==> config.mk <==
export PLATFORM = sky130hd
export DESIGN_NAME = corona_scan_sched
export DESIGN_NICKNAME = d
export VERILOG_FILES = /design/src/rtl/corona_scan_sched.sv
export SDC_FILE = /design/constraint.sdc
export NUM_CORES = 1
export LEC_CHECK = 0
export CAP_MARGIN = 0
export CORE_MARGIN = 1.5
export CORE_UTILIZATION = 54
export CTS_CLUSTER_DIAMETER = 50
export CTS_CLUSTER_SIZE = 16
export DETAILED_ROUTE_END_ITERATION = 7
export PLACE_DENSITY = 0.8
export SYNTH_ARGS = -nofsm -noshare
export SYNTH_HDL_FRONTEND = slang
export SYNTH_SLANG_ARGS = --single-unit
==> constraint.sdc <==
create_clock -name clk -period 4.4 [get_ports clk]
set_input_delay 1.1 -clock clk [delete_from_list [all_inputs] [get_ports clk]]
set_output_delay 1.1 -clock clk [all_outputs]
set_load 0.005 [all_outputs]
==> src/rtl/corona_scan_sched.sv <==
`default_nettype none
// corona_scan_sched: round-robin sharing of one "CORONA" matcher across NREQ
// character streams, with per-requester match context and saturating hit counters.
module corona_scan_sched #(
  parameter int NREQ     = 4,
  parameter int IDW      = 2,
  parameter int MAXBURST = 8,
  parameter int CNTW     = 8
) (
  input  logic              clk,
  input  logic              rst,
  input  logic [NREQ-1:0]   req_valid,
  input  logic [7*NREQ-1:0] req_char,
  input  logic [NREQ-1:0]   req_last,
  output logic [NREQ-1:0]   req_ready,
  output logic [NREQ-1:0]   grant,
  output logic              hit_valid,
  output logic [IDW-1:0]    hit_id,
  input  logic [IDW-1:0]    cnt_sel,
  output logic [CNTW-1:0]   cnt_out,
  output logic              busy
);

  localparam int SW = IDW + 1;

  typedef enum logic [0:0] {
    IDLE = 1'b0,
    BUSY = 1'b1
  } state_t;

  state_t          state;
  logic [IDW-1:0]  rr_ptr;
  logic [IDW-1:0]  gid;
  logic [7:0]      burst;
  logic [2:0]      ctx     [NREQ];
  logic [CNTW-1:0] counter [NREQ];

  function automatic logic [6:0] pat_char(input logic [2:0] p);
    case (p)
      3'd0:    pat_char = 7'h43;
      3'd1:    pat_char = 7'h4F;
      3'd2:    pat_char = 7'h52;
      3'd3:    pat_char = 7'h4F;
      3'd4:    pat_char = 7'h4E;
      default: pat_char = 7'h41;
    endcase
  endfunction

  // Rotating priority search: scan downward so the lowest offset from rr_ptr wins.
  logic           sel_found;
  logic [IDW-1:0] sel_idx;
  logic [SW-1:0]  sum;
  logic [IDW-1:0] cand;
  always_comb begin
    sel_found = 1'b0;
    sel_idx   = '0;
    sum       = '0;
    cand      = '0;
    for (int k = NREQ - 1; k >= 0; k--) begin
      sum = {1'b0, rr_ptr} + SW'(k);
      if (sum >= SW'(NREQ)) sum = sum - SW'(NREQ);
      cand = sum[IDW-1:0];
      if (req_valid[cand]) begin
        sel_found = 1'b1;
        sel_idx   = cand;
      end
    end
  end

  logic [6:0] ch;
  logic [2:0] p;
  logic [2:0] p_next;
  logic       hit;
  logic       xfer;
  logic       rel_now;
  always_comb begin
    ch     = req_char[7*gid +: 7];
    p      = ctx[gid];
    hit    = 1'b0;
    p_next = '0;
    xfer   = (state == BUSY) && req_valid[gid];
    if (ch == pat_char(p)) begin
      if (p == 3'd5) hit = 1'b1;
      else           p_next = p + 3'd1;
    end else begin
      p_next = (ch == 7'h43) ? 3'd1 : 3'd0;
    end
    rel_now = (state == BUSY) &&
              (!req_valid[gid] || req_last[gid] || (burst == 8'(MAXBURST - 1)));
  end

  always_ff @(posedge clk) begin
    if (rst) begin
      state     <= IDLE;
      grant     <= '0;
      busy      <= 1'b0;
      rr_ptr    <= '0;
      gid       <= '0;
      burst     <= '0;
      hit_valid <= 1'b0;
      hit_id    <= '0;
      for (int i = 0; i < NREQ; i++) begin
        ctx[i]     <= '0;
        counter[i] <= '0;
      end
    end else begin
      hit_valid <= 1'b0;
      case (state)
        IDLE: begin
          if (sel_found) begin
            grant <= NREQ'(1) << sel_idx;
            gid   <= sel_idx;
            burst <= '0;
            busy  <= 1'b1;
            state <= BUSY;
          end
        end
        BUSY: begin
          if (xfer) begin
            ctx[gid] <= req_last[gid] ? 3'd0 : p_next;
            burst    <= burst + 8'd1;
            if (hit) begin
              hit_valid <= 1'b1;
              hit_id    <= gid;
              if (counter[gid] != {CNTW{1'b1}}) counter[gid] <= counter[gid] + CNTW'(1);
            end
          end
          if (rel_now) begin
            grant  <= '0;
            busy   <= 1'b0;
            rr_ptr <= (gid == IDW'(NREQ - 1)) ? '0 : gid + IDW'(1);
            state  <= IDLE;
          end
        end
        default: state <= IDLE;
      endcase
    end
  end

  assign req_ready = grant;
  assign cnt_out   = counter[cnt_sel];

endmodule
`default_nettype wire

---- After elaboration in Yosys (flattened, before gate mapping) ----
Memory sizes are Yosys's and may differ from the RTL's. A register that Yosys moved wholly into a read port is not among the register bits.
Index checks and enable logic that the tools add are counted.
operators by class
  add/sub/neg operators ................... 11
  multiply operators ...................... 1
  magnitude comparators ................... 9
  equality and inequality tests ........... 13
  shift-type cells ........................ 2
  muxes and demuxes ....................... 67
  bitwise gates (word level) .............. 2
  reductions and logical operators ........ 15
operators by type and width
  kind                                                      count
  two-way mux 1 bit                                         32
  two-way mux 2 bit                                         15
  indexed part select 28 x 6 -> 7 bit                       1
  two-way mux 8 bit                                         3
  one-hot mux 5 bit (4 select lines)                        1
  adder 8 x 1 -> 8 bit, second input constant               2
  one-hot mux 8 bit (2 select lines)                        1
  < comparator 2 x 3 -> 1 bit, second input constant        5
  binary-select mux 1 bit (select 2 bit)                    6
  two-way mux 3 bit                                         4
  greater-or-equal comparator 3 bit, second input constant  3
  equality test 8 x 3 -> 1 bit, second input constant       1
  two-way mux 4 bit                                         2
  inequality test 8 bit, second input constant              1
  one-hot mux 4 bit (2 select lines)                        1
  AND reduction 2 bit                                       4
  OR reduction 8 bit                                        1
  subtractor 2 x 1 -> 2 bit, second input constant          4
  equality test 7 bit                                       1
  equality test 7 bit, second input constant                1
  adder 2 x 2 -> 3 bit, second input constant               2
  equality test 3 x 2 -> 1 bit, second input constant       2
  equality test 3 bit, second input constant                2
  OR reduction 3 bit                                        2
  other kinds (18)                                          23
storage, ports and cells
  register bits after elaboration ......... 21
  bits in writable memories ............... 44
  input port bits ......................... 40
  output and inout port bits .............. 20
  logic and storage cells ................. 130
  memories kept ........................... 2
memory list
  name     depth  width  read ports  clocked after Yosys merged registers in  write ports  line  RTL
  counter  4      8      2           1                                        4            36    logic [CNTW-1:0] counter [NREQ];
  ctx      4      3      1           1                                        4            35    logic [2:0] ctx [NREQ];

---- Longest topological paths before layout ----
Gate-level depths: netlist of run 1.
  depth in word-level cells ............... 12
  mapped depth ............................ 13
  depth with buffers taken out ............ 9

---- Least setup slack after synthesis of run 1 ----
OpenSTA, ideal clock, no wires.
  path type ............................... in2reg
  start ................................... input port req_char[24]
  end ..................................... memory counter[3][0] (enable)
  library setup time ...................... 0.398 ns
  data arrival time ....................... 3.520 ns
  data required time ...................... 4.002 ns
  setup slack ............................. 0.482 ns
  stages .................................. 6
  buffers on the path ..................... 0
  path through ............................ mux4_2 > or3_1 > mux2i_2 > o211a_1 > nand2b_1 > o41ai_1
RTL lines
  item             line  RTL
  start, declared  13    input logic [7*NREQ-1:0] req_char,
  end, declared    36

==> impl_metrics.toml, run 1 <==
[power]
switchingPower_mw = 0.4046
leakagePower_nw = 1.612
p_seq_share_pct = 44.6
power.density_nw_per_um2 = 342.4
irDropWorstVdd_mv = 0.1668
power_mw = 1.591
pwr-share-clk_pct = 37.0
switching_share_pct = 25.43
pwr-share-comb_pct = 18.4
internal_power_mw = 1.187

[logic_synthesis]
synth_top_area_share_pct = 35.14
yosysMostFrequentCell = "edfxtp_1"
synth_edf_count = 44
synth_cells = 328
ys_top_cells_by_area = "edfxtp_1 (35%), mux4_2 (16%), dfxtp_1 (12%), nor2_1 (4.2%), nor3_1 (3.1%)"
synthArstFlopShare_pct = 0
synth_common_cells = "edfxtp_1 (44), nor2_1 (42), mux4_2 (27)"
syn-cell-area_um2 = 3760
synth_largest_area_cell = "edfxtp_1"
yosysSeqAreaShare_pct = 47.39
synth_ff_type = "edfxtp_1"
synth_area_per_cell_um2 = 11.46
synth_nets = 372
synthDistinctLibCells = 51
yosysWarnings = 0
ys_ff_latch = 67

[critical_path]
cp-start-kind = "input pin"
criticalPathCategory = "in2reg"
arrival_ns = 3.93
required_ns = 4.45
crit_path_end_kind = "flip-flop"
cp_max_fo = 8

[floorplan]
die_y_um = 86.44
core_um2 = 6756
die_width_um = 86.44
ios = 60
die_area_um2 = 7472
initial_core_util_pct = 55.65
num_rows = 30

[clock_network]
cts_buffers = 9
postCtsSetupBuffers = 0
postCtsHoldBufs = 0
clkLatencyLatePin_ns = 0.35
htree_num_levels = 3
cts-root-buf = "clkbuf_8"
clk_path_buf_depth = 2
cts_tree = "done"
cts_sinks = 67
cts_resized = 0
clkSlewWorstSetupHoldPaths_ns = 0.07

[global_route]
overflow = 0
grt_util_all_layers_pct = 24.60
antenna_found_initial = 0
grt_start_max_net_pins = 18
grt_pass1_vias = 2749
grt_pass1_wl_um = 13820

[placed_design]
dp_cells = 458
gp_congestion = 0.9158
placed_cell_area_um2 = 4409
portBuffers = 59
pre_cts_slack_ns = 0.1929
hpwl_um = 6316

[sta]
worst_pin_slew_ns = 0.6287
tns_ns = 0
fin_worst_skew_ns = 0.006660
relSlewSlack_pct = 58.09
rsz0062_at_grt = "no"
setup_viol = 0
min_period_ns = 3.877
setup_slack_ns = 0.5229
fmax_mhz = 257.9
whs_ns = 0.4759
fin_crit_sh_pct = 88.12
drv_slew = 0
hold_viol = 0

[finish]
num-nets-final = 433
fin_area_um2 = 4647
drive_above_1_share_pct = 16.75
finalNonFillerCells = 474
area_delta_synth_final_pct = 23.59
final_core_util_pct = 68.78
antenna_cells = 0

[drt]
first_pass_iters = 4
wire_per_inst_um = 17.80
drt_iter0_drc = 240
antenna_left = 0
via_per_inst = 6.030
vias = 2858
remaining_drc_errors = 0
routed_wl_um = 8439

[run_status]
status = "completed"

[min_path]
hold_class = "reg2reg"

[job]
cap_violations = 0
## sequential cells by signal, summed over array words and instances, names as in the netlist, named ones only
name,count
rr_ptr,2
hit_id,2
busy,1
gid,2
burst,8
grant,4
counter,32
state,1
ctx,12
hit_valid,1
## metal layers
layer  vias up  share of wire, %  global-route usage (%)
met4         0               1.2                   8.211
met3        10               5.5                   4.381
li1       1361                 -                       -
met1      1375                43                   33.12
met2       112                50                   40.70
met5         -                 0                       0
## power by group through the flow
stage	Sequential [mW]	Combinational, mW	Clock, mW
floorplan	0.717	0.191	0
global placement	0.722	0.284	0
detailed placement	0.724	0.291	0
CTS	0.710	0.293	0.593
global route	0.712	0.318	0.621
finish	0.709	0.293	0.588
## cells in the final DEF (no fill, tap or decap), types with 7 or more instances in the layout
master           instances
xor2_1                   8
dfxtp_1                 23
clkbuf_8                10
edfxtp_1                44
buf_4                   12
xnor2_1                  7
nand3_1                  9
clkdlybuf4s50_1         59
nor3_1                  23
mux4_2                  27
nor4_1                   8
nand2_1                 22
nor2_1                  42
a21oi_1                 14
inv_1                    8
## final timing paths
check	slack, ns	endpoint	from	cells past startpoint
worst max register to register	0.61	counter[0][1]	flip-flop	9
worst max-delay path	0.52	counter[0][1]	req_char[24]	8
worst min-delay path	0.48	hit_id[1]	hit_id[1]	2
worst min register to register	0.48	hit_id[1]	hit_id[1]	2
## cell families (layout without fill, tap and decap cells)
| group | Yosys count | after routing | synth area share, % |
|---|---|---|---|
| adders and majority gates | 5 | 5 | 1.597 |
| and+or+nand+nor | 144 | 144 | 19.40 |
| AOI/OAI and AO/OA | 37 | 37 | 6.623 |
| muxes | 30 | 30 | 17.10 |
| buffers and inverters | 30 | 96 | 4.393 |
| DFF | 67 | 67 | 47.39 |
| xor gates and xnor gates | 15 | 15 | 3.494 |
## layout make-up
cell class                 count  area [um2]
clock buffer                  12       187.7
timing repair buffer          71       680.7
multi-input combinational    231        1813
sequential                    67        1782
fill                         495        2110
inverter                       9       33.78
clock inverter                 4       50.05
tap                           80       100.1
## critical path: stages
cell             delay [ns]
clkdlybuf4s50_1        0.40
mux4_2                 0.51
or3_1                  0.38
mux2i_2                0.26
o211ai_2               0.19
or4_1                  0.67
o21ai_1                0.21
buf_4                  0.21
Power figures use the tool's default switching activity.
==> inputs of run 2 (changes only) <==
Settings changed: CORE_MARGIN 1.5 to default.
==> run 2 against run 1 <==
Worst setup slack better by 0.018 ns. Fmax is 0.46% higher. Highest routed layer unchanged. Critical endpoint is now cnt_out[0]. Flip-flop and latch count unchanged. Final cell count is 0.21% lower.
==> impl_metrics.toml, run 2 (synthesis results as in run 1) <==
[critical_path]
reg2reg_to = "counter[0][6]"
arrival_ns = 2.76
crit_path_end_kind = "output pin"
startpoint = "cnt_sel[0]"
criticalPathCategory = "in2out"
required_ns = 3.30
crit_end = "cnt_out[0]"
r2r_cells = 9
cp_max_fo = 8
cp-start-kind = "input pin"
reg2reg_slack_ns = 0.68

[finish]
nFillCells = 513
top_regs = "counter (32), ctx (12), burst (8)"
antenna_cells = 0
largest_register_ffs = 32
max_flop_register = "counter"
multiInputGateArea_um2 = 1813
drive_above_1_share_pct = 16.03
seq_area_um2 = 1782
final_common_cell = "clkdlybuf4s50_1"
final_core_util_pct = 67.69
num-nets-final = 432
layout_common_cells = "clkdlybuf4s50_1 (59), edfxtp_1 (44), nor2_1 (42)"
area_delta_synth_final_pct = 21.63

[global_route]
grt_util_all_layers_pct = 25.67
grt_pass1_wl_um = 14100
antenna_found_initial = 0
grt_pass1_vias = 2771
overflow = 0
grt_start_max_net_pins = 19

[clock_network]
postCtsSetupBuffers = 0
clkLatencyLatePin_ns = 0.35
cts_buffers = 9
htree_num_levels = 3
cts_sinks = 67
cts_tree = "done"
clk_path_buf_depth = 2
clkSlewWorstSetupHoldPaths_ns = 0.07
cts_resized = 0
postCtsHoldBufs = 0
cts-root-buf = "clkbuf_8"

[sta]
whs_ns = 0.4834
relSlewSlack_pct = 54.47
fmax_mhz = 259.1
tns_ns = 0
rsz0062_at_grt = "no"
hold_viol = 0
fin_crit_sh_pct = 87.71
worst_pin_slew_ns = 0.6821
min_period_ns = 3.859
fin_worst_skew_ns = 0.01114
drv_slew = 0
setup_viol = 0

[drt]
routed_wl_um = 8655
antenna_left = 0
vias = 2907
first_pass_iters = 6
remaining_drc_errors = 0
drt_iter0_drc = 202
wire_per_inst_um = 18.30
via_per_inst = 6.146

[power]
switchingPower_mw = 0.3993
leakagePower_nw = 1.569
switching_share_pct = 27.40
p_seq_share_pct = 49.0
irDropWorstVdd_mv = 0.1605
pwr-share-comb_pct = 20.0
pwr-share-clk_pct = 31.1
power.density_nw_per_um2 = 318.7
internal_power_mw = 1.058

[job]
cap_violations = 0

[floorplan]
die_area_um2 = 7300
ios = 60
die_y_um = 85.44
die_width_um = 85.44
initial_core_util_pct = 55.65
core_um2 = 6756
num_rows = 30

[placed_design]
hpwl_um = 6484
portBuffers = 59
gp_congestion = 0.8673

[min_path]
hold_class = "reg2reg"

[run_status]
status = "completed"
run 2: area by class of cell:
class	instances	share of cell area (%)
multi-input combinational	231	39.64
sequential	67	38.96
timing repair buffer	70	14.72
clock buffer	12	3.174
tap	80	2.189
inverter	9	0.7387
clock inverter	4	0.5746
run 2: power groups by stage:
| stage | Clock (mW) | Sequential, mW | Combinational [mW] |
|---|---|---|---|
| after detailed placement | 0 | 0.728 | 0.286 |
| after global routing | 0.488 | 0.717 | 0.313 |
| after floorplan | 0 | 0.717 | 0.191 |
| after global placement | 0 | 0.726 | 0.281 |
| after CTS | 0.459 | 0.714 | 0.289 |
| final | 0.453 | 0.714 | 0.291 |
run 2: layer usage:
layer / share of wire (%) / vias up / global-route usage, %
met4: 1.6 / 0 / 10.76
met5: 0 / - / 0
met1: 43 / 1407 / 34.44
met3: 6.3 / 16 / 5.642
li1: - / 1360 / -
met2: 49 / 124 / 40.65
run 2: per-stage QoR:
step / setup WS [ns] / instances / power [mW] / cell area [um2]
2_1_floorplan: 0.4824 / 328 / 0.9085 / 3760
3_3_place_gp: 0.3123 / 457 / 1.006 / 4402
3_5_place_dp: 0.2528 / 457 / 1.014 / 4402
4_1_cts: 0.5316 / 473 / 1.462 / 4573
5_1_grt: 0.4600 / 473 / 1.519 / 4573
6_report: 0.5406 / 473 / 1.458 / 4573
run 2: critical path, stage by stage:
cell and delay [ns]:
clkdlybuf4s50_1 0.46, buf_4 0.20, mux4_2 0.51, clkdlybuf4s50_1 0.48
run 2: worst min-delay path by stage:
| stage | depth (start not counted) | startpoint | end | slack, ns |
|---|---|---|---|---|
| finish | 2 | hit_id[1] | hit_id[1] | 0.48 |
| global route | 2 | hit_id[1] | hit_id[1] | 0.51 |
| CTS | 2 | hit_id[1] | hit_id[1] | 0.48 |
| detailed placement | 2 | hit_id[1] | hit_id[1] | 0.47 |
| global placement | 2 | hit_id[0] | hit_id[0] | 0.47 |
| floorplan | 2 | hit_id[0] | hit_id[0] | 0.46 |
==> inputs of run 3 (changes only) <==
Settings changed: SLEW_MARGIN from default to 20.
==> results of run 3 <==
Final layout, timing and power as in run 2 (identical DEF).
